$ cat src/rtl/mem_access_unit.sv
// Data-memory access stage: word port handshake, sub-word load extension,
// read-modify-write for SB/SH, watchdog and a sticky error record.
// Ports: clk, reset (async high); decoder strobes MemRead/MemWrite,
//   MemDataSize, MemDataSign; addr, wdata; err_clr.
//   Outputs rdata, stall; memory port mem_req/mem_we/mem_addr/mem_wdata,
//   mem_rdata/mem_ack; error record error/err_code/err_addr.
module mem_access_unit #(
  parameter int TIMEOUT = 255
) (
  input  logic        clk,
  input  logic        reset,
  input  logic        MemRead,
  input  logic        MemWrite,
  input  logic [1:0]  MemDataSize,
  input  logic        MemDataSign,
  input  logic [31:0] addr,
  input  logic [31:0] wdata,
  input  logic        err_clr,
  output logic [31:0] rdata,
  output logic        stall,
  output logic        mem_req,
  output logic        mem_we,
  output logic [31:0] mem_addr,
  output logic [31:0] mem_wdata,
  input  logic [31:0] mem_rdata,
  input  logic        mem_ack,
  output logic        error,
  output logic [1:0]  err_code,
  output logic [31:0] err_addr
);

  typedef enum logic [1:0] {IDLE, RD, WR, DONE} state_t;

  localparam logic [9:0] LP_TMAX = 10'(TIMEOUT - 1);

  state_t      r_state;
  logic [31:0] r_addr;
  logic [31:0] r_wdata;
  logic [1:0]  r_size;
  logic        r_sign;
  logic        r_store;
  logic [9:0]  r_cnt;

  logic        w_req;
  logic        w_illegal;
  logic        w_misal;
  logic        w_legal;
  logic        w_busy;
  logic        w_tmo;
  logic        w_err_set;
  logic [1:0]  w_err_code;
  logic [31:0] w_err_addr;
  logic [7:0]  w_byte;
  logic [15:0] w_half;
  logic [31:0] w_ext;
  logic [31:0] w_merge;

  assign w_req     = MemRead | MemWrite;
  assign w_illegal = w_req & ((MemRead & MemWrite) | (MemDataSize == 2'b00));
  assign w_misal   = w_req & ~w_illegal &
                     (((MemDataSize == 2'b11) & (addr[1:0] != 2'b00)) |
                      ((MemDataSize == 2'b10) & addr[0]));
  assign w_legal   = w_req & ~w_illegal & ~w_misal;

  assign w_busy = (r_state == RD) | (r_state == WR);
  assign stall  = ~reset & (((r_state == IDLE) & w_legal) | w_busy);

  // Abort on the cycle the counter would reach TIMEOUT; a late ack wins.
  assign w_tmo = w_busy & ~mem_ack & (r_cnt == LP_TMAX);

  assign w_err_set  = ((r_state == IDLE) & (w_illegal | w_misal)) | w_tmo;
  assign w_err_code = w_tmo ? 2'b10 : (w_illegal ? 2'b11 : 2'b01);
  assign w_err_addr = w_tmo ? r_addr : addr;

  always_comb begin
    w_byte  = mem_rdata[{r_addr[1:0], 3'b000} +: 8];
    w_half  = r_addr[1] ? mem_rdata[31:16] : mem_rdata[15:0];
    w_ext   = mem_rdata;
    w_merge = mem_rdata;
    unique case (1'b1)
      (r_size == 2'b01): begin
        w_ext = {{24{r_sign & w_byte[7]}}, w_byte};
        w_merge[{r_addr[1:0], 3'b000} +: 8] = r_wdata[7:0];
      end
      (r_size == 2'b10): begin
        w_ext = {{16{r_sign & w_half[15]}}, w_half};
        w_merge[{r_addr[1], 4'b0000} +: 16] = r_wdata[15:0];
      end
      default: ;
    endcase
  end

  always_ff @(posedge clk or posedge reset) begin
    if (reset) begin
      r_state   <= IDLE;
      r_addr    <= '0;
      r_wdata   <= '0;
      r_size    <= '0;
      r_sign    <= 1'b0;
      r_store   <= 1'b0;
      r_cnt     <= '0;
      rdata     <= '0;
      mem_req   <= 1'b0;
      mem_we    <= 1'b0;
      mem_addr  <= '0;
      mem_wdata <= '0;
      error     <= 1'b0;
      err_code  <= 2'b00;
      err_addr  <= '0;
    end else begin
      // First error wins; a new error in the clear cycle is kept.
      if (w_err_set && (!error || err_clr)) begin
        error    <= 1'b1;
        err_code <= w_err_code;
        err_addr <= w_err_addr;
      end else if (err_clr) begin
        error    <= 1'b0;
        err_code <= 2'b00;
        err_addr <= '0;
      end

      unique case (r_state)
        IDLE: begin
          if (w_legal) begin
            r_addr   <= addr;
            r_wdata  <= wdata;
            r_size   <= MemDataSize;
            r_sign   <= MemDataSign;
            r_store  <= MemWrite;
            r_cnt    <= '0;
            mem_req  <= 1'b1;
            mem_addr <= {addr[31:2], 2'b00};
            if (MemWrite && (MemDataSize == 2'b11)) begin
              r_state   <= WR;
              mem_we    <= 1'b1;
              mem_wdata <= wdata;
            end else begin
              r_state <= RD;
              mem_we  <= 1'b0;
            end
          end
        end
        RD: begin
          if (mem_ack) begin
            r_cnt <= '0;
            if (r_store) begin
              r_state   <= WR;
              mem_we    <= 1'b1;
              mem_wdata <= w_merge;
            end else begin
              r_state <= DONE;
              rdata   <= w_ext;
              mem_req <= 1'b0;
            end
          end else if (w_tmo) begin
            r_state <= DONE;
            mem_req <= 1'b0;
          end else begin
            r_cnt <= r_cnt + 10'd1;
          end
        end
        WR: begin
          if (mem_ack || w_tmo) begin
            r_state <= DONE;
            mem_req <= 1'b0;
            mem_we  <= 1'b0;
          end else begin
            r_cnt <= r_cnt + 10'd1;
          end
        end
        DONE: r_state <= IDLE;
        default: r_state <= IDLE;
      endcase
    end
  end

endmodule

$ cat config.mk
export PLATFORM = sky130hd
export DESIGN_NAME = mem_access_unit
export DESIGN_NICKNAME = d
export VERILOG_FILES = /design/src/rtl/mem_access_unit.sv
export SDC_FILE = /design/constraint.sdc
export NUM_CORES = 1
export LEC_CHECK = 0
export CORE_ASPECT_RATIO = 1.2
export CORE_MARGIN = 2
export CORE_UTILIZATION = 50
export DETAILED_ROUTE_END_ITERATION = 10
export GPL_ROUTABILITY_DRIVEN = 1
export PLACE_DENSITY = 0.9
export SLEW_MARGIN = 20
export SYNTH_ARGS = -nofsm -noshare
export SYNTH_HDL_FRONTEND = slang
export SYNTH_SLANG_ARGS = --single-unit
$ cat constraint.sdc
create_clock -name clk -period 8.85 [get_ports clk]
set_input_delay 2.655 -clock clk [delete_from_list [all_inputs] [get_ports clk]]
set_output_delay 2.655 -clock clk [all_outputs]
set_load 0.1 [all_outputs]
Word level (Yosys, flattened, before mapping)
Cells that the tools add are included.

Memory bits (read-only): 0. Word-level logic and storage cells: 126. RAM bits: 0. Bits in latches: 0. Flip-flop bits (word level): 195. Input port bits: 105. Memories kept: 0. Output and inout bits: 134.

$add $sub $neg: 3. Multiply operators: 0. Eq/ne operators: 17. Reductions and logical operators: 18. Bitwise operators: 26. Shift operators: 5. Muxes and demuxes: 42. Div/mod/pow operators: 0. $lt $le $gt $ge: 0.

Operator list (number): 2-to-1 mux 32 bit (7); case mux 32 bit (2 select lines) (3); bitwise mux 32 bit (2); 2-to-1 mux 10 bit (4); variable shift 16 x 7 -> 32 bit, first input constant (1); variable shift 8 x 7 -> 32 bit, first input constant (1); variable part select 16 x 7 -> 32 bit (1); variable part select 32 x 6 -> 8 bit (1); variable part select 8 x 7 -> 32 bit (1); case mux 10 bit (3 select lines) (1); 2-to-1 mux 2 bit (9); 2-to-1 mux 16 bit (1); AND reduction 5 bit (3); bitwise AND 1 bit (14); negator 5 -> 7 bit (2); 2-to-1 mux 1 bit (12); adder 10 x 1 -> 10 bit, second input constant (1); equality test 10 x 8 -> 1 bit, second input constant (1); equality test 2 bit, second input constant (5); != test 3 bit, second input constant (3); != test 2 bit, second input constant (4); case mux 2 bit (4 select lines) (1); bitwise OR 1 bit (7); case mux 1 bit (3 select lines) (2); other kinds (12) (24).

Logic depth before layout (Yosys ltp)
Gate-level depths: netlist (run 1).

Depth in word-level cells: 11. Gate-level depth with buffers: 12. Depth with buffers taken out: 7.

Worst setup path before layout (run 1)
No wires, ideal clock.

Path kind: input-to-output. Start point: input addr[1]. End point: output stall. Required time: 6.195 ns. Stages: 5. Path slack: 1.121 ns. Data arrival time: 5.074 ns. Path buffers: 1. Cells stage by stage: a21o_1 -> a211oi_1 -> nand2_1 -> clkbuf_1 -> a21oi_1.

Longest elaborated chain between the ends: 9.

Ends and longest elaborated chain: start, declared (line 16) `input logic [31:0] addr,`; nonzero test 2 bit (line 61) `(((MemDataSize == 2'b11) & (addr[1:0] != 2'b00)) |`; bitwise AND 1 bit (line 61); bitwise OR 1 bit (line 61); bitwise AND 1 bit (line 60) `assign w_misal = w_req & ~w_illegal &`; inverter 1 bit (line 63) `assign w_legal = w_req & ~w_illegal & ~w_misal;`; bitwise AND 1 bit (line 63); bitwise AND 1 bit (line 66) `assign stall = ~reset & (((r_state == IDLE) & w_legal) | w_busy);`; bitwise OR 1 bit (line 66); bitwise AND 1 bit (line 66); end, declared (line 20) `output logic stall,`.

Every way passes these cells.

Worst setup path after layout (run 1)
Ends and elaborated chain as after synthesis.

==> flow_summary_export.csv, run 1 <==
group,metric,value,unit
status,status,"complete, no violations",
drt,vias,8376,
grt,first_global_vias,8162,
drt,wire_per_inst,20.3,um
final_layout,regArea,0.00413,mm2
clock_tree,cts.path.max_buffers,2,
place,io_buffers,236,
yosys,yosys.area_share.simple,12.3,%
timing,final.period_utilization,80.9,%
yosys,synth.area.mux_share,18.2,%
final_layout,multi_input_area,0.00475,mm2
place,dp_hpwl,19.6,mm
critical_path,cp_cell_sequence,"clkdlybuf4s50_1 > a21o_1 > a211oi_1 > nand2_2 > a21oi_1 > buf_4",
yosys,synthXorXnorAreaFrac,0.0919,%
critical_path,max_stage_delay,0.55,ns
drt,drt_pre_antenna_iters,7,
timing,setup_tns,0,ns
drt,dr.first_iter.drc_count,993,
yosys,avgSynthCellArea,9.89,um2
drt,routed_wl,28.3,mm
floorplan,die_height,155,um
final_layout,area_growth,29.5,%
final_layout,utilization,65.7,%
final_layout,layout-drive-gt1-share,12.3,%
clock_tree,postCtsSetupRepairBufs,0,
clock_tree,cts_resized,0,
timing,max_freq,140,MHz
timing,setup_ws,1.69,ns
yosys,ys_ff_latch,165,
grt,grt_pass1_wl,44.6,mm
yosys,async_reset_ff_share,100,%
yosys,synth-adder-area-share,1.84,%
clock_tree,cts_tree,"done",
yosys,synth_compound_area_share,17.0,%
timing,rsz0062_at_grt,"no",
timing,relSlewSlack,25.0,%
yosys,yosysTopAreaCell,"dfrtp_1",
floorplan,die_x,130,um
floorplan,initial_core_util,50.7,%
yosys,seq_area_frac_synth,43.3,%
drt,viasPerCell,6.00,
floorplan,num_rows,55,
yosys,ys_top_cells_by_area,"dfrtp_1 (43%), mux2_2 (9.3%), mux2i_1 (8.5%)",
clock_tree,postCtsHoldBufs,0,
hold_path,whs_endpoint,"rdata[3]$_DFFE_PP0P_",
yosys,syn_inst,964,
yosys,yosysTopAreaCellShare,43.3,%
critical_path,crit_slowest_cell,"clkdlybuf4s50_1",
clock_tree,clock-sinks,165,
job,maxCapViolCount,0,
place,place_ws,1.71,ns
timing,fin_skew,0.0113,ns
timing,finalHoldViolCount,0,
final_layout,fin_area,0.0123,mm2
grt,grt_start_max_net_pins,104,
critical_path,worst-setup-path-type,"in -> out",
timing,max_slew.worst_pin.slew,1.12,ns
critical_path,critPathMaxFanout,4,
critical_path,cp-start-kind,"input pin",
yosys,yosys.cell_types.count,56,
hold_path,whs_path_depth,2,
clock_tree,cts_max_level,4,
critical_path,crit_family,"compound AO/OA/AOI/OAI gates",
clock_tree,clk_pin_slew_worst_paths,0.06,ns
critical_path,r2r-end,"err_code[0]$_DFFE_PP0P_",
yosys,synth_ff_type,"dfrtp_1",
grt,grt_overflow,0,
hold_path,hold_path_class,"reg -> reg",
critical_path,ff2ff_path_depth,9,
critical_path,crit_buf_inv,2,
floorplan,coreArea,0.0188,mm2
yosys,netlist_area,0.00953,mm2
critical_path,worstPathRequired,6.20,ns
critical_path,r2r-start,"r_state[0]$_DFFE_PP0P_",
critical_path,cp.arrival,4.50,ns
clock_tree,clock_latency,0.44,ns
drt,ant_nets,0,
grt,grt_antenna_before_repair,2,
timing,slew_violations,0,
place,placed_cell_area,0.0118,mm2
final_layout,final_nets,1244,
yosys,synth_edf_count,0,
floorplan,io_pins,239,
clock_tree,root_buffer,"clkbuf_16",
place,gp_congestion,0.899,
timing,min_period,7.16,ns
yosys,synth_top_family_by_area,"multiplexers",
critical_path,reg2reg_slack,5.58,ns
hold_path,min_from,"rdata[3]$_DFFE_PP0P_",
grt,track_usage,28.4,%
drt,drc,0,
final_layout,nFillCells,1414,
floorplan,dieArea,0.0202,mm2
yosys,ys_warn_count,0,
timing,setup_viol,0,
critical_path,endpoint_kind,"output port",
clock_tree,numCtsBuffers,17,
cells in the final DEF (no fill, tap or decap), drive strengths merged, types with 3 or more instances in the layout:
cell	synthesis	final
a21o	3	3
a21oi	23	23
a221o	32	32
a22o	8	8
a31oi	33	33
a32o	8	8
buf	43	14
clkbuf	65	19
clkdlybuf4s50	0	235
clkinv	1	5
clkinvlp	0	3
dfrtp	165	165
ha	14	14
inv	30	36
mux2	80	80
mux2i	81	81
nand2	99	99
nand2b	37	37
nand3	20	20
nor2	64	64
nor2b	12	12
o211ai	27	27
o21ai	40	40
o22ai	28	28
o31ai	14	14
or2	3	3
Yosys cell counts (3+ instances only):
cell type	count
buf_2	6
buf_4	33
mux2i_1	81
mux2_2	79
a221o_1	32
o22ai_1	28
nand2_1	99
a22o_1	8
ha_1	14
clkbuf_1	65
buf_8	3
a32o_1	8
dfrtp_1	165
nand2b_1	37
or2_2	3
o21ai_0	40
o211ai_1	27
o31ai_1	14
nor2_1	64
nand3_1	20
nor2b_1	12
a21o_1	3
inv_1	29
a21oi_1	22
a31oi_1	33
worst max-delay path by stage:
| stage | endpoint | slack (ns) | cells past startpoint | start |
|---|---|---|---|---|
| 2_1_floorplan | stall | 1.12 | 5 | addr[1] |
| 3_3_place_gp | stall | 1.76 | 6 | addr[1] |
| 3_5_place_dp | stall | 1.71 | 6 | addr[1] |
| 4_1_cts | stall | 1.71 | 6 | addr[1] |
| 5_1_grt | stall | 1.62 | 6 | addr[1] |
| 6_report | stall | 1.69 | 6 | addr[1] |
worst register-to-register path, stage by stage, from the launching register on:
cell and delay, ns:
dfrtp_1 0.40, inv_1 0.10, ha_1 0.37, or4b_1 0.53
nor3_4 0.17, buf_4 0.54, inv_2 0.14, a21oi_4 0.16
buf_4 0.49, mux2i_1 0.29
per-stage QoR:
| step | instances | hold slack [ns] |
|---|---|---|
| floorplan | 965 | 0.444 |
| global placement | 1362 | 0.466 |
| detailed placement | 1362 | 0.471 |
| CTS | 1394 | 0.485 |
| global route | 1394 | 0.500 |
| finish | 1395 | 0.482 |
cells by family (layout without fill, tap and decap cells):
group	count (synthesis)	in the layout
multiplexers	162	162
AND/OR/NAND/NOR	253	253
AO/OA/AOI/OAI	229	229
buffers and inverters	139	312
XOR/XNOR	1	1
flip-flops	165	165
other	1	3
adder cells (fa/ha/maj)	14	14
area by class of cell:
class / instances / share of cell area [%]
Antenna cell: 1 / 0.0203
Clock buffer: 19 / 3.59
Sequential cell: 165 / 33.5
Tap cell: 256 / 2.59
Clock inverter: 13 / 0.932
Inverter: 31 / 0.983
Timing Repair Buffer: 249 / 19.9
Multi-Input combinational cell: 661 / 38.5
per-layer routing:
layer  global-route usage (%)  vias up  share of wire, %
li1                         -     3776                 -
met1                     34.6     4031                37
met2                     45.7      486                48
met3                     8.63       83                10
met4                     13.6        0               4.5
met5                        0        -                 0
state kept, by name, indices dropped and copies added, names as in the netlist:
register   count
err_addr      32
mem_wdata     32
r_addr        32
rdata         32
r_wdata       16
r_cnt         10
err_code       2
r_size         2
r_state        2
error          1
mem_req        1
mem_we         1
r_sign         1
r_store        1
Power of run 1 is not shown: default switching activity piles up to over one toggle a cycle in this logic, so the estimate is an artifact.
==> run 2: changes to the inputs <==
==> constraint.sdc (replaced) <==
create_clock -name clk -period 7.4 [get_ports clk]
set_input_delay 2.22 -clock clk [delete_from_list [all_inputs] [get_ports clk]]
set_output_delay 2.22 -clock clk [all_outputs]
set_load 0.1 [all_outputs]
==> run 2 against run 1 <==
Clock skew shrank 0.00062 ns. Die area is the same. Routed wire length grew 0.44%. Largest cell class unchanged. Sequential share of layout area is essentially flat. Non-clock buffer count grew 1. Final area is essentially flat. First-iteration DRC count shrank 16%. Via count grew 1.1%. Final cell count is the same. Register-to-register slack lost 1.4 ns. Utilization is essentially flat. Critical path depth is the same.
==> flow_summary_export.csv, run 2 (synthesized netlist as in run 1, its figures left out) <==
group,metric,value,unit
status,status,"complete, no violations",
place,place_ws,1.16,ns
clock_tree,clk_pin_slew_worst_paths,0.06,ns
critical_path,crit_slowest_cell,"clkdlybuf4s50_1",
clock_tree,root_buffer,"clkbuf_16",
timing,setup_viol,0,
drt,drc,0,
grt,grt_overflow,0,
floorplan,die_height,155,um
clock_tree,cts_tree,"done",
final_layout,layout_commonest_cell,"clkdlybuf4s50_1",
floorplan,num_rows,55,
final_layout,area_growth,29.6,%
clock_tree,cts_resized,0,
floorplan,initial_core_util,50.7,%
final_layout,layout-drive-gt1-share,12.3,%
final_layout,diodes,0,
critical_path,max_stage_delay,0.54,ns
timing,slew_violations,0,
drt,dr.first_iter.drc_count,837,
timing,max_slew.worst_pin.slew,1.06,ns
critical_path,endpoint_kind,"output port",
critical_path,worst-setup-path-type,"in -> out",
clock_tree,postCtsSetupRepairBufs,0,
floorplan,coreArea,0.0188,mm2
job,maxCapViolCount,0,
timing,max_freq,160,MHz
floorplan,die_x,130,um
timing,fin_skew,0.0106,ns
grt,grt_antenna_before_repair,1,
floorplan,dieArea,0.0202,mm2
grt,first_global_vias,8264,
clock_tree,clock-sinks,165,
grt,grt_pass1_wl,44.6,mm
place,gp_congestion,0.897,
drt,drt_pre_antenna_iters,7,
final_layout,utilization,65.7,%
critical_path,critPathMaxFanout,4,
timing,min_period,6.24,ns
critical_path,worstPathRequired,5.18,ns
place,dp_hpwl,19.9,mm
clock_tree,cts_max_level,4,
drt,vias,8467,
clock_tree,numCtsBuffers,17,
floorplan,io_pins,239,
timing,relSlewSlack,29.0,%
timing,final.period_utilization,84.4,%
timing,finalHoldViolCount,0,
timing,setup_tns,0,ns
drt,ant_nets,0,
critical_path,crit_buf_inv,2,
drt,viasPerCell,6.07,
drt,wire_per_inst,20.4,um
critical_path,cp.arrival,4.02,ns
clock_tree,cts.path.max_buffers,2,
grt,track_usage,28.4,%
critical_path,crit_family,"compound AO/OA/AOI/OAI gates",
critical_path,cp-start-kind,"input pin",
drt,routed_wl,28.4,mm
critical_path,cp_cell_sequence,"clkdlybuf4s50_1 > a21o_1 > a211oi_1 > nand2_2 > a21oi_1 > buf_12",
timing,setup_ws,1.16,ns
timing,rsz0062_at_grt,"no",
place,io_buffers,236,
clock_tree,clock_latency,0.43,ns
final_layout,final_nets,1245,
clock_tree,postCtsHoldBufs,0,
final_layout,most-common-layout-cells,"clkdlybuf4s50_1 (235), dfrtp_1 (164), nand2_1 (98)",
hold_path,hold_path_class,"reg -> reg",
grt,grt_start_max_net_pins,81,
-- run 2: cell count changes in the layout (fill, tap and decap cells not counted) --
cell and change:
inv_6 -1, clkinv_2 +2, buf_6 +1, clkinv_4 -1, buf_12 +1, buf_4 -1, inv_8 -1, clkbuf_1 +1
diode_2 -1
-- run 2: area by class of cell --
cell class	count	area, um2
sequential	165	4130
fill	1384	6440
multi-input combinational	661	4750
tap	256	320
clock buffer	20	447
clock inverter	12	96.3
inverter	31	121
timing repair buffer	250	2480
-- run 2: final timing paths --
check | startpoint | end | slack (ns) | cells past startpoint
setup reg to reg | r_state[0]$_DFFE_PP0P_ | r_cnt[2]$_DFFE_PP0P_ | 4.14 | 8
max in group asynchronous | reset | r_addr[1]$_DFFE_PP0P_ | 4.20 | 3
setup / recovery | addr[1] | stall | 1.16 | 6
min in group asynchronous | reset | r_state[0]$_DFFE_PP0P_ | 2.14 | 2
hold / removal | rdata[8]$_DFFE_PP0P_ | rdata[8]$_DFFE_PP0P_ | 0.49 | 2
hold reg to reg | rdata[8]$_DFFE_PP0P_ | rdata[8]$_DFFE_PP0P_ | 0.49 | 2
-- run 2: tightest hold or removal path: cells and delay by family, from the launching register on --
kind / cells / cell delay [ns]
compound gates: 1 / 0.07
flops: 1 / 0.34
simple gates: 1 / 0.04
-- run 2: per-stage QoR --
step | hold slack [ns] | instance area, um2 | cells
after CTS | 0.490 | 12300 | 1395
after floorplan | 0.444 | 9540 | 965
after global routing | 0.507 | 12400 | 1395
after detailed placement | 0.477 | 11800 | 1363
final | 0.489 | 12400 | 1395
after global placement | 0.466 | 11800 | 1363
-- run 2: metal layers --
| layer | vias up | track usage, % | share of wire, % |
|---|---|---|---|
| met3 | 90 | 8.70 | 11 |
| met2 | 497 | 46.5 | 47 |
| li1 | 3773 | - | - |
| met4 | 0 | 11.8 | 4.4 |
| met5 | - | 0 | 0 |
| met1 | 4107 | 34.7 | 38 |
Power of run 2 is left out for the same reason.
